$ cat src/rtl/arb_mux_if.sv
// Stream bundle for arb_mux: C packed N-bit valid/ready input channels
// and one registered output stream. The slave modport is the multiplexer's view.
interface arb_mux_if #(
  parameter int N = 8,
  parameter int C = 4
);
  localparam int CW = $clog2(C);

  logic [C*N-1:0] in_data;
  logic [C-1:0]   in_valid;
  logic [C-1:0]   in_last;
  logic [C-1:0]   in_ready;
  logic [N-1:0]   out_data;
  logic           out_last;
  logic [CW-1:0]  out_channel;
  logic           out_valid;
  logic           out_ready;

  modport slave (
    input  in_data, in_valid, in_last, out_ready,
    output in_ready, out_data, out_last, out_channel, out_valid
  );

  modport master (
    output in_data, in_valid, in_last, out_ready,
    input  in_ready, out_data, out_last, out_channel, out_valid
  );
endinterface

$ cat src/rtl/arb_mux.sv
// Round-robin C-channel stream multiplexer with one registered output stage.
// Define ARB_MUX_LAST_EN to hold the grant on a channel until its in_last beat.
module arb_mux #(
  parameter int N = 8,
  parameter int C = 4
) (
  input  logic     clk,
  input  logic     rst,
  arb_mux_if.slave bus
);
  localparam int CW = $clog2(C);
  typedef logic [CW-1:0] ch_t;

  ch_t          ptr_q;
  logic [N-1:0] data_q;
  logic         last_q;
  ch_t          chan_q;
  logic         valid_q;

  logic         load_en;
  logic         xfer_in;
  logic [C-1:0] grant;
  ch_t          grant_ch;
  logic [N-1:0] sel_data;
  logic         sel_last;

  // Round-robin candidates: first valid at or above ptr, else first below it.
  logic [C-1:0] rr_grant;
  ch_t          rr_ch;

`ifdef ARB_MUX_LAST_EN
  typedef enum logic {
    LOCK_OPEN,
    LOCK_HELD
  } lock_state_t;

  lock_state_t lock_state_q, lock_state_d;
  ch_t         lock_ch_q, lock_ch_d;
`endif

  assign load_en = !valid_q || bus.out_ready;

  always_comb begin
    logic hi_found;
    logic lo_found;
    ch_t  hi_ch;
    ch_t  lo_ch;
    // NOTE: every combinational output gets a default before any branch, so no latch is inferred.
    hi_found = 1'b0;
    lo_found = 1'b0;
    hi_ch    = '0;
    lo_ch    = '0;
    rr_grant = '0;
    for (int j = 0; j < C; j++) begin
      if (bus.in_valid[j]) begin
        if (j >= int'(ptr_q)) begin
          if (!hi_found) begin
            hi_found = 1'b1;
            hi_ch    = ch_t'(j);
          end
        end else if (!lo_found) begin
          lo_found = 1'b1;
          lo_ch    = ch_t'(j);
        end
      end
    end
    rr_ch = hi_found ? hi_ch : lo_ch;
    for (int j = 0; j < C; j++) begin
      if ((hi_found || lo_found) && ch_t'(j) == rr_ch) rr_grant[j] = 1'b1;
    end
  end

`ifdef ARB_MUX_LAST_EN
  // A held lock pins the grant to its channel even while that channel is idle.
  always_comb begin
    grant    = rr_grant;
    grant_ch = rr_ch;
    if (lock_state_q == LOCK_HELD) begin
      grant    = '0;
      grant_ch = lock_ch_q;
      for (int j = 0; j < C; j++) begin
        if (ch_t'(j) == lock_ch_q && bus.in_valid[j]) grant[j] = 1'b1;
      end
    end
  end
`else
  assign grant    = rr_grant;
  assign grant_ch = rr_ch;
`endif

  // One-hot AND-OR select of the granted channel's beat.
  always_comb begin
    sel_data = '0;
    sel_last = 1'b0;
    for (int j = 0; j < C; j++) begin
      if (grant[j]) begin
        sel_data = bus.in_data[j*N +: N];
        sel_last = bus.in_last[j];
      end
    end
  end

  assign xfer_in      = !rst && load_en && (|grant);
  assign bus.in_ready = (rst || !load_en) ? '0 : grant;

  always_ff @(posedge clk) begin
    // NOTE: state registers use non-blocking assignments so every flop samples pre-edge values.
    if (rst) begin
      ptr_q   <= '0;
      data_q  <= '0;
      last_q  <= 1'b0;
      chan_q  <= '0;
      valid_q <= 1'b0;
    end else if (xfer_in) begin
      data_q  <= sel_data;
      last_q  <= sel_last;
      chan_q  <= grant_ch;
      valid_q <= 1'b1;
      ptr_q   <= (grant_ch == ch_t'(C - 1)) ? '0 : grant_ch + 1'b1;
    end else if (bus.out_ready) begin
      // Output drained with nothing new: payload fields hold their last value.
      valid_q <= 1'b0;
    end
  end

`ifdef ARB_MUX_LAST_EN
  always_ff @(posedge clk) begin
    if (rst) begin
      lock_state_q <= LOCK_OPEN;
      lock_ch_q    <= '0;
    end else begin
      lock_state_q <= lock_state_d;
      lock_ch_q    <= lock_ch_d;
    end
  end

  always_comb begin
    lock_state_d = lock_state_q;
    lock_ch_d    = lock_ch_q;
    if (xfer_in) begin
      if (sel_last) begin
        lock_state_d = LOCK_OPEN;
      end else begin
        lock_state_d = LOCK_HELD;
        lock_ch_d    = grant_ch;
      end
    end
  end
`endif

  assign bus.out_data    = data_q;
  assign bus.out_last    = last_q;
  assign bus.out_channel = chan_q;
  assign bus.out_valid   = valid_q;
endmodule

$ cat src/flat_wrapper.sv
// flat-port wrapper written by rule: the top's interface ports become plain ports
module arb_mux_flat 
#(
  parameter int N = 8,
  parameter int C = 4
)
  (clk, rst, bus_in_data, bus_in_valid, bus_in_last, bus_out_ready, bus_in_ready, bus_out_data, bus_out_last, bus_out_channel, bus_out_valid);
  arb_mux_if #(.N(N), .C(C)) bus_i ();
  input  logic clk;
  input  logic rst;
  input wire logic [$bits(bus_i.in_data)-1:0] bus_in_data;
  input wire logic [$bits(bus_i.in_valid)-1:0] bus_in_valid;
  input wire logic [$bits(bus_i.in_last)-1:0] bus_in_last;
  input wire logic [$bits(bus_i.out_ready)-1:0] bus_out_ready;
  output wire logic [$bits(bus_i.in_ready)-1:0] bus_in_ready;
  output wire logic [$bits(bus_i.out_data)-1:0] bus_out_data;
  output wire logic [$bits(bus_i.out_last)-1:0] bus_out_last;
  output wire logic [$bits(bus_i.out_channel)-1:0] bus_out_channel;
  output wire logic [$bits(bus_i.out_valid)-1:0] bus_out_valid;
  assign bus_i.in_data = bus_in_data;
  assign bus_i.in_valid = bus_in_valid;
  assign bus_i.in_last = bus_in_last;
  assign bus_i.out_ready = bus_out_ready;
  assign bus_in_ready = bus_i.in_ready;
  assign bus_out_data = bus_i.out_data;
  assign bus_out_last = bus_i.out_last;
  assign bus_out_channel = bus_i.out_channel;
  assign bus_out_valid = bus_i.out_valid;
  arb_mux #(.N(N), .C(C)) u_core (.clk(clk), .rst(rst), .bus(bus_i));
endmodule
$ cat config.mk
export PLATFORM = sky130hd
export DESIGN_NAME = arb_mux_flat
export DESIGN_NICKNAME = d
export VERILOG_FILES = /design/src/rtl/arb_mux_if.sv /design/src/rtl/arb_mux.sv /design/src/flat_wrapper.sv
export SDC_FILE = /design/constraint.sdc
export NUM_CORES = 1
export LEC_CHECK = 0
export BUFFER_PORTS_ARGS = -buffer_cell sky130_fd_sc_hd__buf_4
export CAP_MARGIN = 20
export CORE_AREA = 5 5 64 54
export CTS_CLUSTER_DIAMETER = 60
export DETAILED_ROUTE_END_ITERATION = 7
export DIE_AREA = 0 0 69 59
export GPL_TIMING_DRIVEN = 0
export PLACE_DENSITY = 0.77
export SLEW_MARGIN = 0
export SYNTH_ARGS = -nofsm -noshare
export SYNTH_HDL_FRONTEND = slang
export SYNTH_SLANG_ARGS = --single-unit
$ cat constraint.sdc
create_clock -name clk -period 4.85 [get_ports clk]
set_input_delay 0.485 -clock clk [delete_from_list [all_inputs] [get_ports clk]]
set_output_delay 0.485 -clock clk [all_outputs]
set_load 0.03 [all_outputs]
After elaboration in Yosys (flattened, before gate mapping). Index checks and enable logic that the tools add are counted.

Bits in registers: 14. Input bits: 43. Output and inout bits: 16. Logic and storage cells: 72.

Add/sub/neg operators: 1. Order comparisons: 3. Equality and inequality tests: 4. Multiplexer cells: 44. Reduce and logical (&&, ||, !) cells: 15.

Operators with widths (count): $mux 8 (4); $mux 2 (14); $mux 1 (25); $logic_and 1x1->1 (6); $eq 2x2->1 const A (2); $ge 1x2->1 const A (2); $mux 4 (1); $reduce_or 4->1 (1); $logic_not 1->1 (3); $logic_or 1x1->1 (3); $add 2x1->2 const B (1); $eq 1x2->1 const A (1); $eq 2x2->1 const B (1); $ge 2x2->1 const A (1); $logic_not 2->1 (1); $reduce_bool 2->1 (1).

Logic depth before layout (Yosys ltp).
Depth in word-level cells: 19. Depth in mapped cells: 11.

Least setup slack after synthesis. Ideal clock, no wire load.

Path type: input-to-output. Start: input port bus_in_valid[1]. End: output port bus_in_ready[3]. Data arrival time: 2.178 ns. Slack: 2.187 ns. Cell stages on the path: 7. Path buffers: 0. Path through: inv_1 -> a221oi_1 -> o22ai_1 -> inv_1 -> ha_1 -> clkinv_1 -> nor3_1.

Word-level cells in the longest chain between the ends: 11. Elaborated cells on any way between the ends: 23. Classes of those cells: eq/ne (1); mux (20); reduce/logical (2).

Ends and longest elaborated chain: start: declaration (RTL line flat_wrapper.sv:12) `input wire logic [$bits(bus_i.in_valid)-1:0] bus_in_valid;`; $mux 2 or $mux 1 (tied branches) (RTL line arb_mux.sv:55) `if (bus.in_valid[j]) begin`; $mux 2 (RTL line arb_mux.sv:57) `if (!hi_found) begin`; $mux 2 (RTL line arb_mux.sv:56) `if (j >= int'(ptr_q)) begin`; $mux 2 (RTL line arb_mux.sv:55); $mux 2 (RTL line arb_mux.sv:57); $mux 2 (RTL line arb_mux.sv:55); $mux 2 (*) (RTL line arb_mux.sv:67) `rr_ch = hi_found ? hi_ch : lo_ch;`; net u_core.grant_ch[0] (RTL line arb_mux.sv:23) `ch_t grant_ch;`; $eq 2x2->1 (*) (RTL line arb_mux.sv:69) `if ((hi_found || lo_found) && ch_t'(j) == rr_ch) rr_grant[j] = 1'b1;`; $logic_and 1x1->1 (*) (RTL line arb_mux.sv:69); $mux 1 (*) (RTL line arb_mux.sv:69); $mux 4 (*) (RTL line arb_mux.sv:104) `assign bus.in_ready = (rst || !load_en) ? '0 : grant;`; end: declaration (RTL line flat_wrapper.sv:15) `output wire logic [$bits(bus_i.in_ready)-1:0] bus_in_ready;`.

Mark *: on every way through the listed nets, which the timed path passes. The rest lies on a longest branch.

Worst setup path after layout.
Start: register u_core.ptr_q[0]. End: output port bus_in_ready[3].

Word-level cells in the longest chain between the ends: 16. Elaborated cells on any way between the ends: 36. Classes of those cells: order compare (3); eq/ne (1); mux (30); reduce/logical (2).

Ends and longest elaborated chain: start: declaration (RTL line arb_mux.sv:14) `ch_t ptr_q;`; start signal: assignment (RTL line arb_mux.sv:119) `ptr_q <= (grant_ch == ch_t'(C - 1)) ? '0 : grant_ch + 1'b1;`; $ge 1x2->1 (RTL line arb_mux.sv:56); $mux 1 (RTL line arb_mux.sv:56); $mux 1 (RTL line arb_mux.sv:55); $mux 1 (RTL line arb_mux.sv:57); $mux 2 (RTL line arb_mux.sv:56); $mux 2 (RTL line arb_mux.sv:55); $mux 2 (RTL line arb_mux.sv:57); $mux 2 (RTL line arb_mux.sv:56); $mux 2 (RTL line arb_mux.sv:55); $mux 2 (RTL line arb_mux.sv:57); $mux 2 (RTL line arb_mux.sv:55); $mux 2 (*) (RTL line arb_mux.sv:67); net u_core.grant_ch[0] (RTL line arb_mux.sv:23); $eq 2x2->1 (*) (RTL line arb_mux.sv:69); $logic_and 1x1->1 (*) (RTL line arb_mux.sv:69); $mux 1 (*) (RTL line arb_mux.sv:69); $mux 4 (*) (RTL line arb_mux.sv:104).

Marked as above.

==> summary.md <==
| Metric | Value |
|---|---|
| Final Cycle Share | around three fifths |
| Fill count | between 200 and 300 |
| Initial Util | roughly a third |
| Fin util | between 50% and 60% |
| Worst-Skew Late Latency | around 290 ps |
| Critical Path AT | about 2500 ps |
| Gpl congestion | roughly 0.87 |
| Hold path cells | 2 |
| GRT overflow | 0 |
| CTS resizes | 0 |
| CTS tree | yes |
| Vias in the first global route | ~1,200 |
| FMAX | 0.339 GHz |
| Area of the multi-input gates | 576 um^2 |
| Cell row count | 17 |
| Synth top area cells | dfxtp_1 (30%), o22ai_1 (7.5%), a221oi_1 (5.7%), o41ai_1 (5.7%), ha_1 (5.4%) |
| Post-synthesis sequential area ratio | 30.4% |
| Hold wc startpoint | u_core.bus.out_data[7] |
| Syn Area/Cell | between 7 and 8 um^2 |
| Final ANT Viol Nets | 0 |
| Die area | 4070 um^2 |
| Routed Wire Length | approximately 3200 um |
| Share of the synthesized area in the top cell type | a little under a third |
| Launching point of the worst reg2reg path | u_core.ptr_q[0] |
| Critical path's slowest cell | dfxtp_1 |
| Synth cell types | 30 |
| Crit path buffers/inverters | 4 |
| Combinational share of power | around 67% |
| Largest net degree at the start of global routing | 11 |
| Seq pwr share | a little under a quarter |
| Worst hold-check path type | flop to flop |
| Total GRT Usage | around 15% |
| # nets final | between 200 and 250 |
| CTS Sinks | 14 |
| CP delay by family, top | buffers and inverters |
| # setup viols final | 0 |
| Register area | ~280 um^2 |
| Worst Path Max Fanout | 10 |
| Routed WL per cell | 14.9 um |
| Final Critical Period | just under 3000 ps |
| Root Buffer | clkbuf_4 |
| Pwr Density | 606 nW/um^2 |
| Critical Path End Type | output pin |
| Max-slew violations | 0 |
| I/O Pins | 59 |
| Hold_buf cts | 0 |
| Clock buffer depth | 2 |
| P_leak | roughly 0.00067 uW |
| H-tree levels | 1 |
| Reg2Reg Depth | 10 |
| Port Buf Inserts | 58 |
| Final HPWL DP | 2570 um |
| Reg clk slew, reported paths | about 90 ps |
| # DRC | 0 |
| Count of maximum capacitance violations | 0 |
| Mapped cell area | ~920 um^2 |
| Syn Inst Count | around 120 |
| Ant diodes | 0 |
| Post-synthesis register bit count | 14 |
| Die Y | between 50 and 60 um |
| Worst VDD drop | between 200 and 300 uV |
| P_int | 454 uW |
| Initial DRC count | 38 |
| Via count | approximately 1,200 |
| Switch share | 48.0% |
| Syn_nets | roughly 170 |
| Critical Path Most Common Cell | inv_1 |
| Crit-path max cell delay | ~370 ps |
| Max-slew headroom | a little under three fifths |
| First-pass GRT wire length | roughly 5000 um |
| Ys Warns | 0 |
| Layout cell share with drive strength beyond 1 | 37.2% |
| Clock network fraction of design power | 10.1% |
| Antenna violations before repair | 0 |
| Die width | approximately 69 um |
| Sw power | roughly 420 uW |
| RSZ-0062 raised after global routing | false |
| Reg2Reg Setup Slack | between 2000 and 2500 ps |
| Num CTS Buffers | 3 |
| Status | finished clean |
| Synth-to-layout area growth | 56.2% |
| Least-Margin Pin Slew | 666 ps |
| Worst-path cell chain | inv_1 -> a221oi_1 -> o22ai_1 -> inv_1 -> ha_1 -> clkinv_1 -> nor3_1 -> buf_4 |
| Core area | approximately 2700 um^2 |
| WS Path Type | flop to output pin |
| Setup_tns | 0 ps |
| Worst Hold Endpoint | u_core.bus.out_data[7] |
| Postcts setup bufs | 0 |
| RR Endpoint | u_core.bus.out_data[4] |
| Vias per inst | 5.35 |
| Hold Fails Final Rpt | 0 |
| Clock Skew | between 1.5 and 2 ps |
| Required time of the critical path | roughly 4400 ps |
| Critical Path Source Type | flop |
| Most area-hungry cell type in the Yosys netlist | dfxtp_1 |
| DRT Pass-1 Iters | 4 |
| CP Launch Point | u_core.ptr_q[0] |
-- worst reg2reg max path: cells and delay by family, from the launching register on --
kind	cells	cell delay [ps]
and+or+nand+nor	3	940
AOI/OAI and AO/OA	3	720
buffers and inverters	3	440
DFF	1	340
adders and majority gates	1	270
-- worst max-delay path by stage --
stage / to / slack [ps] / cells after the start
2_1_floorplan: bus_in_ready[3] / 2190 / 7
3_3_place_gp: u_core.ptr_q[1] / 1930 / 12
3_5_place_dp: u_core.bus.out_last / 1820 / 12
4_1_cts: bus_in_ready[3] / 1920 / 8
5_1_grt: bus_in_ready[3] / 1680 / 8
6_report: bus_in_ready[3] / 1900 / 8
-- layout by cell type (no fill, tap or decap), types with 6 or more instances in the layout --
cell type / count
a21oi_1: 8
a221oi_1: 6
buf_4: 59
dfxtp_1: 14
inv_1: 6
nand2_1: 10
nor2_1: 9
o22ai_1: 11
o41ai_1: 6
or3_1: 6
-- power groups by stage --
stage               Sequential (uW)  Clock [uW]  Combinational (uW)
floorplan                       290           0                 308
global placement                203           0                 567
detailed placement              206           0                 582
CTS                             203        88.3                 584
global route                    210        93.8                 636
finish                          204        88.0                 582
-- sequential cells by signal, summed over array words and instances (netlist names) --
signal and cells:
u_core.bus.out_last 1, u_core.ptr_q 2, u_core.bus.out_data 8, u_core.bus.out_valid 1, u_core.bus.out_channel 2
-- synthesized netlist by cell type --
cell / count
dfxtp_1: 14
o22ai_1: 11
nand2_1: 10
nor2_1: 9
a21oi_1: 8
a221oi_1: 6
inv_1: 6
o41ai_1: 6
or3_1: 6
a211oi_1: 4
clkbuf_1: 4
ha_1: 4
nand3b_1: 4
nor2b_1: 4
and2_1: 3
o21ai_0: 3
buf_1: 2
nor4_1: 2
a21bo_1: 1
a21o_1: 1
buf_4: 1
buf_6: 1
clkinv_1: 1
nand2b_1: 1
nor3_1: 1
nor4_2: 1
o221a_2: 1
or2_0: 1
or2_1: 1
or2_2: 1
-- through the flow --
stage | instances | worst slack (ps) | cell area, um^2 | power, uW | hold slack [ps]
finish | 218 | 1900 | 1440 | 875 | 454
global route | 218 | 1680 | 1440 | 940 | 501
CTS | 218 | 1920 | 1440 | 876 | 458
detailed placement | 214 | 1820 | 1410 | 788 | 445
global placement | 214 | 1930 | 1410 | 770 | 441
floorplan | 118 | 2190 | 923 | 598 | 474
-- logic make-up (layout without fill, tap and decap cells) --
logic type / Yosys count / count (layout) / synth area share (%)
AOI/OAI and AO/OA: 41 / 41 / 31.2
adders and majority gates: 4 / 4 / 5.42
buffers and inverters: 15 / 77 / 7.32
DFF: 14 / 14 / 30.4
and+or+nand+nor: 44 / 44 / 25.7
-- layer usage --
layer	vias to the layer above	share of wire (%)	global-route usage [%]
met2	56	50	27.0
met1	533	40	16.5
met4	0	1.9	9.19
li1	570	-	-
met3	7	8.3	3.90
met5	-	0	0
-- final cells by class --
cell class | count | share of cell area, %
buffer | 8 | 2.86
multi-input combinational | 89 | 39.9
clock buffer | 4 | 2.52
timing repair buffer | 58 | 30.2
tap | 38 | 3.30
sequential | 14 | 19.4
inverter | 7 | 1.82
No activity file was read; power rests on OpenSTA's default activity.
